===== config.mk =====
export PLATFORM = sky130hd
export DESIGN_NAME = sect_pt_mul_serial_bridge
export DESIGN_NICKNAME = d
export VERILOG_FILES = /design/src/rtl/sect_pt_mul_serial_bridge.sv
export SDC_FILE = /design/constraint.sdc
export NUM_CORES = 2
export LEC_CHECK = 0
export ABC_AREA = 1
export CAP_MARGIN = 25
export CELL_PAD_IN_SITES_DETAIL_PLACEMENT = 2
export CELL_PAD_IN_SITES_GLOBAL_PLACEMENT = 2
export CORE_AREA = 2 2 667 669
export CTS_BUF_LIST = sky130_fd_sc_hd__clkbuf_4 sky130_fd_sc_hd__clkbuf_8
export CTS_CLUSTER_DIAMETER = 50
export CTS_CLUSTER_SIZE = 12
export DETAILED_ROUTE_END_ITERATION = 12
export DIE_AREA = 0 0 669 671
export PLACE_DENSITY_LB_ADDON = 0.3
export SETUP_SLACK_MARGIN = 0.15
export SYNTH_ARGS = -nofsm -noshare
export SYNTH_HDL_FRONTEND = slang
export SYNTH_SLANG_ARGS = --single-unit

===== constraint.sdc =====
create_clock -name clk -period 2.04 [get_ports clk]
set_input_delay 0.51 -clock clk [delete_from_list [all_inputs] [get_ports clk]]
set_output_delay 0.51 -clock clk [all_outputs]
set_load 0.01 [all_outputs]

===== src/rtl/sect_pt_mul_serial_bridge.sv =====
// sect_pt_mul_serial_bridge: serial command in, core start/done handshake with timeout, serial status+result out
module sect_pt_mul_serial_bridge #(
  parameter int IN_WIDTH  = 574,
  parameter int OUT_WIDTH = 1143,
  parameter int TIMEOUT   = 0,
  parameter int TMR_WIDTH = 32
) (
  input  logic                 clk,
  input  logic                 rst,
  input  logic                 bit_in,
  input  logic                 bit_in_valid,
  output logic                 bit_out,
  output logic                 bit_out_valid,
  output logic                 busy,
  output logic                 overrun,
  output logic [IN_WIDTH-1:0]  core_din,
  output logic                 core_start,
  output logic                 core_clr,
  input  logic                 core_done,
  input  logic [OUT_WIDTH-1:0] core_dout
);
  localparam int CW = $clog2(IN_WIDTH);
  localparam int OW = $clog2(OUT_WIDTH + 1);
  typedef enum logic [1:0] {LOAD, FIRE, WAIT, SHIFT} state_t;
  state_t state, next;
  logic [CW-1:0]        cnt;
  logic [OW-1:0]        ocnt;
  logic [TMR_WIDTH-1:0] timer;
  logic [IN_WIDTH-2:0]  shreg_in;
  logic [OUT_WIDTH:0]   out_shreg;
  logic [IN_WIDTH-1:0]  word;
  logic                 last_in, last_out, timeout_hit;
  assign word        = {shreg_in, bit_in};
  assign last_in     = bit_in_valid && cnt == CW'(IN_WIDTH - 1);
  assign last_out    = ocnt == OW'(OUT_WIDTH);
  assign timeout_hit = (TIMEOUT != 0) && timer == TMR_WIDTH'(TIMEOUT - 1);
  assign busy          = state != LOAD;
  assign bit_out_valid = state == SHIFT;
  assign bit_out       = bit_out_valid & out_shreg[OUT_WIDTH];
  always_comb begin
    next       = state;
    core_start = 1'b0;
    core_clr   = 1'b0;
    case (state)
      LOAD:  next = last_in ? FIRE : LOAD;
      FIRE: begin
        next       = WAIT;
        core_start = 1'b1;
      end
      WAIT: begin
        next     = (core_done || timeout_hit) ? SHIFT : WAIT;
        core_clr = !core_done && timeout_hit;
      end
      default: next = last_out ? LOAD : SHIFT;
    endcase
  end
  always_ff @(posedge clk) begin
    if (rst) begin
      state     <= LOAD;
      cnt       <= '0;
      ocnt      <= '0;
      timer     <= '0;
      shreg_in  <= '0;
      out_shreg <= '0;
      core_din  <= '0;
      overrun   <= 1'b0;
    end else begin
      state <= next;
      if (busy && bit_in_valid) overrun <= 1'b1;
      if (state == LOAD && bit_in_valid) begin
        shreg_in <= word[IN_WIDTH-2:0];
        cnt      <= last_in ? '0 : cnt + 1'b1;
        if (last_in) core_din <= word;
      end
      if (state == FIRE) timer <= '0;
      if (state == WAIT) begin
        ocnt <= '0;
        if (core_done) out_shreg <= {1'b0, core_dout};
        else if (timeout_hit) out_shreg <= {1'b1, {OUT_WIDTH{1'b0}}};
        else timer <= timer + 1'b1;
      end
      if (state == SHIFT) begin
        out_shreg <= out_shreg << 1;
        ocnt      <= ocnt + 1'b1;
      end
    end
  end
endmodule


=== Yosys cells after proc, flatten, opt, wreduce, memory -nomap -nowiden ===
Index checks and enable logic that the tools add are counted.

* Add/subtract/negate cells: 2
* Eq/ne operators: 5
* Mux-type cells: 11
* Bitwise gates (word level): 1
* Reductions and logical operators: 11

{| class="wikitable"
|+ Operators with widths
! kind !! number
|-
| 2-to-1 mux 1144 bit || 3
|-
| 2-to-1 mux 11 bit || 2
|-
| adder 11 x 1 -> 11 bit, second input constant || 1
|-
| equality test 11 bit, second input constant || 1
|-
| adder 10 x 1 -> 10 bit, second input constant || 1
|-
| equality test 10 bit, second input constant || 1
|-
| 2-to-1 mux 10 bit || 1
|-
| one-hot mux 2 bit (3 select lines) || 1
|-
| AND reduction 2 bit || 3
|-
| nonzero test 2 bit || 3
|-
| equality test 2 bit, second input constant || 2
|-
| logical AND 1 bit || 3
|-
| 2-to-1 mux 1 bit || 3
|-
| equality test 2 x 1 -> 1 bit, second input constant || 1
|-
| logical NOT 2 bit || 1
|-
| 2-to-1 mux 2 bit || 1
|-
| OR reduction 2 bit || 1
|-
| bitwise AND 1 bit || 1
|}

* Register bits: 2315
* Input bits: 1148
* Output and inout bits: 580
* Word-level logic and storage cells: 38

=== Depth between registers and ports, before layout ===
* Depth in word-level cells: 4
* Gate-level depth with buffers: 11
* Mapped depth without buffers: 9

=== Worst setup path after synthesis ===
No wires, ideal clock.

* Path kind: flip-flop to output port
* Start point: register state[0]
* End point: output port bit_out
* Arrival: 1456 ps
* Slack: 74 ps
* Stages on the path, launching flop included: 8
* Cells stage by stage: dfxtp_1 ha_1 buf_2 buf_2 buf_2 buf_2 nand2_1 inv_1

* Word-level cells in the longest chain between the ends: 2

{| class="wikitable"
|+ Ends and longest elaborated chain
! element !! RTL line !! text
|-
| start, declared || 25 || <nowiki>state_t state, next;</nowiki>
|-
| start signal, assigned || 68 || <nowiki>state <= next;</nowiki>
|-
| equality test 2 bit || 38 || <nowiki>assign bit_out_valid = state == SHIFT;</nowiki>
|-
| named net bit_out_valid || 13 || <nowiki>output logic bit_out_valid,</nowiki>
|-
| bitwise AND 1 bit || 39 || <nowiki>assign bit_out = bit_out_valid & out_shreg[OUT_WIDTH];</nowiki>
|-
| end, declared || 12 || <nowiki>output logic bit_out,</nowiki>
|}

The timed path passes the listed nets, and every way through them passes these cells.

=== Final worst setup path ===
* Start point: register state[0]
* End point: output port bit_out_valid

* Word-level cells in the longest chain between the ends: 1

{| class="wikitable"
|+ Ends and longest elaborated chain
! element !! RTL line
|-
| equality test 2 bit || 38
|-
| end, declared || 13
|}

Every way passes these cells.

==> impl_metrics.env <==
export IMPL_clk_path_buf_depth=4
export IMPL_grt_max_degree=104
export IMPL_cts_root_buf="clkbuf_8"
export IMPL_end_kind="output port"
export IMPL_hold_violations=0
export IMPL_slowest_delay_ns=0.33
export IMPL_port_buffers=1726
export IMPL_syn_nets=12300
export IMPL_synth_top_area_cell="dfxtp_1"
export IMPL_cts_sinks=2315
export IMPL_std_cell_rows=244
export IMPL_synthMostInstantiatedCell="nand2_1"
export IMPL_drive_gt1_frac=0.253
export IMPL_drt_pass1_iterations=5
export IMPL_finalCritPeriodShare=1.25
export IMPL_holdCritPathClass="in2reg"
export IMPL_htree_levels=5
export IMPL_path_clk_slew_ns=0.06
export IMPL_drt_total_wl_mm=479
export IMPL_synth_seq_area_share=0.517
export IMPL_status="complete, but fails checks"
export IMPL_coreArea_um2=441000
export IMPL_crit_path_start_kind="flip-flop"
export IMPL_die_h_um=671
export IMPL_postLayoutCoreUtil=0.321
export IMPL_drt_vias_per_instance=4.65
export IMPL_cp_arrival_ns=2.04
export IMPL_cts_tree="built"
export IMPL_ir_drop_mv=0.478
export IMPL_wl_per_cell_um=23.8
export IMPL_synth_area_um2=89600
export IMPL_path_cells="buf_6 -> ha_4 -> buf_12 -> buf_16 -> buf_12"
export IMPL_fill_cells=49000
export IMPL_setup_slack_ns=-0.513
export IMPL_fin_hold_ws_ns=0.151
export IMPL_grt_pass1_vias=98700
export IMPL_syn_to_final_growth_pct=58.3
export IMPL_worstRegToRegCells=14
export IMPL_yosysTopAreaCellShare=0.517
export IMPL_ys_types=31
export IMPL_synth_common_cells="nand2_1, dfxtp_1, nor2_1"
export IMPL_power_density_nw_per_um2=730
export IMPL_ios=1728
export IMPL_ant_nets=0
export IMPL_p_leak_nw=48.0
export IMPL_drtIter0Drc=5181
export IMPL_vias=93600
export IMPL_finalClockSkew_ns=0.0822
export IMPL_slew_viol_final=0
export IMPL_rsz0062_at_grt="true"
export IMPL_place_area_um2=117000
export IMPL_critPathRequiredTime_ns=1.53
export IMPL_cts_buffers=367
export IMPL_pre_cts_slack_ns=-0.611
export IMPL_worstPathMaxFanout=4
export IMPL_synthFlopType="dfxtp_1"
export IMPL_synthCells=11100
export IMPL_synth_area_leaders="dfxtp_1, nand2_1, a31oi_1, nor2_1, a21oi_2"
export IMPL_dp_hpwl_mm=322
export IMPL_slew_headroom=0.578
export IMPL_cp_common_cell="buf_12"
export IMPL_tightest_slew_ns=0.633
export IMPL_syn_avg_cell_area_um2=8.05
export IMPL_drv_cap=0
export IMPL_clk_latency_ns=1.05
export IMPL_chipWidth_um=669
export IMPL_min_path_cells=3
export IMPL_place_gp_congestion=0.802
export IMPL_start_util=0.203
export IMPL_ys_warn_count=0
export IMPL_crit_slowest_cell="dfxtp_2"
export IMPL_antenna_found_initial=154
export IMPL_async_flop_share=0
export IMPL_crit_type="reg2out"
export IMPL_layout_nets=15000
export IMPL_post_route_cell_area_um2=142000
export IMPL_grt_pass1_wl_mm=664
export IMPL_synth_seq_cells=2315
export IMPL_die_area_um2=449000
export IMPL_violations="setup timing"
export IMPL_track_usage=0.192
export IMPL_fmax_mhz=392
export IMPL_grt_overflow=0
export IMPL_setup_viol=1301
export IMPL_period_minus_slack_ns=2.55
export IMPL_synth_edff_count=0
export IMPL_drc=0
cell type report:
type	instances	area, µm²	area share
Clock buffer	463	6140	0.0433
Antenna cell	123	308	0.00217
Tap cell	5904	7390	0.0521
Timing Repair inverter	1	8.76	0.0000618
Clock inverter	213	2820	0.0199
Timing Repair Buffer	3319	37300	0.263
Multi-Input combinational cell	7761	39900	0.282
Sequential cell	2315	47700	0.336
Inverter	33	209	0.00147
kinds of logic after synthesis:
family / Yosys count / share of synthesized area
flops: 2315 / 0.517
fa+ha+maj: 7 / 0.000978
xor+xnor: 3 / 0.000293
buf+inv: 1051 / 0.0572
other cells: 1 / 0.0000419
compound gates: 2696 / 0.198
simple gates: 5054 / 0.226
where the power goes:
part           internal [mW]  switching, mW  total (mW)
clock                   27.0           22.6        49.6
combinational           3.99           3.66        7.65
sequential              45.5          0.727        46.3
final timing paths:
check / to / slack, ns / startpoint
worst max-delay path: bit_out_valid / -0.51 / state[0]$_SDFF_PP0_
worst min-delay path: out_shreg[291]$_SDFFE_PP0P_ / 0.15 / core_dout[291]
worst min register to register: out_shreg[929]$_SDFFE_PP0P_ / 0.43 / out_shreg[928]$_SDFFE_PP0P_
worst max register to register: out_shreg[852]$_SDFFE_PP0P_ / -0.30 / state[0]$_SDFF_PP0_
critical path: cells and delay by family, from the launching register on:
kind	cells	cell delay (ns)
buffers and inverters	4	0.51
flip-flops	1	0.33
adder cells (fa/ha/maj)	1	0.17
what timing repair did:
action,in CTS,in global routing
setup buffers,97,106
hold endpoints to repair,824,0
hold buffers,709,0
pin swaps,5,197
gates resized for setup,4015,464
setup endpoints to repair,2415,2842
cloned,8,86
metrics by stage:
stage               std cells  power [mW]  setup TNS, ns
global placement        18300        53.8        -390.33
detailed placement      18300        53.8        -441.47
global route            20100         108        -346.19
finish                  20100         104        -118.44
floorplan               11100        49.4              0
CTS                     19800         105        -166.23
sequential cells by signal, indices dropped and copies added (netlist names):
signal,cells
shreg_in,573
out_shreg,1144
core_din,574
ocnt,11
overrun,1
state,2
cnt,10
layout by cell type (no fill, tap or decap), types with 449 or more instances in the layout:
cell,count
buf_4,462
nor2_1,1173
buf_6,611
o21ai_0,582
nand3_1,629
a21oi_2,518
clkdlybuf4s50_1,1145
a21oi_1,449
a31oi_1,748
dfxtp_1,1738
nand2_1,2979
dlygate4sd3_1,709
routing by layer:
layer,up-vias,global-route usage,wire length [µm]
met4,36,0.0818,23300
met5,-,0,221
li1,43400,-,-
met1,47000,0.236,201000
met3,933,0.0287,19400
met2,2218,0.333,235000
No activity file was read; power rests on OpenSTA's default activity.
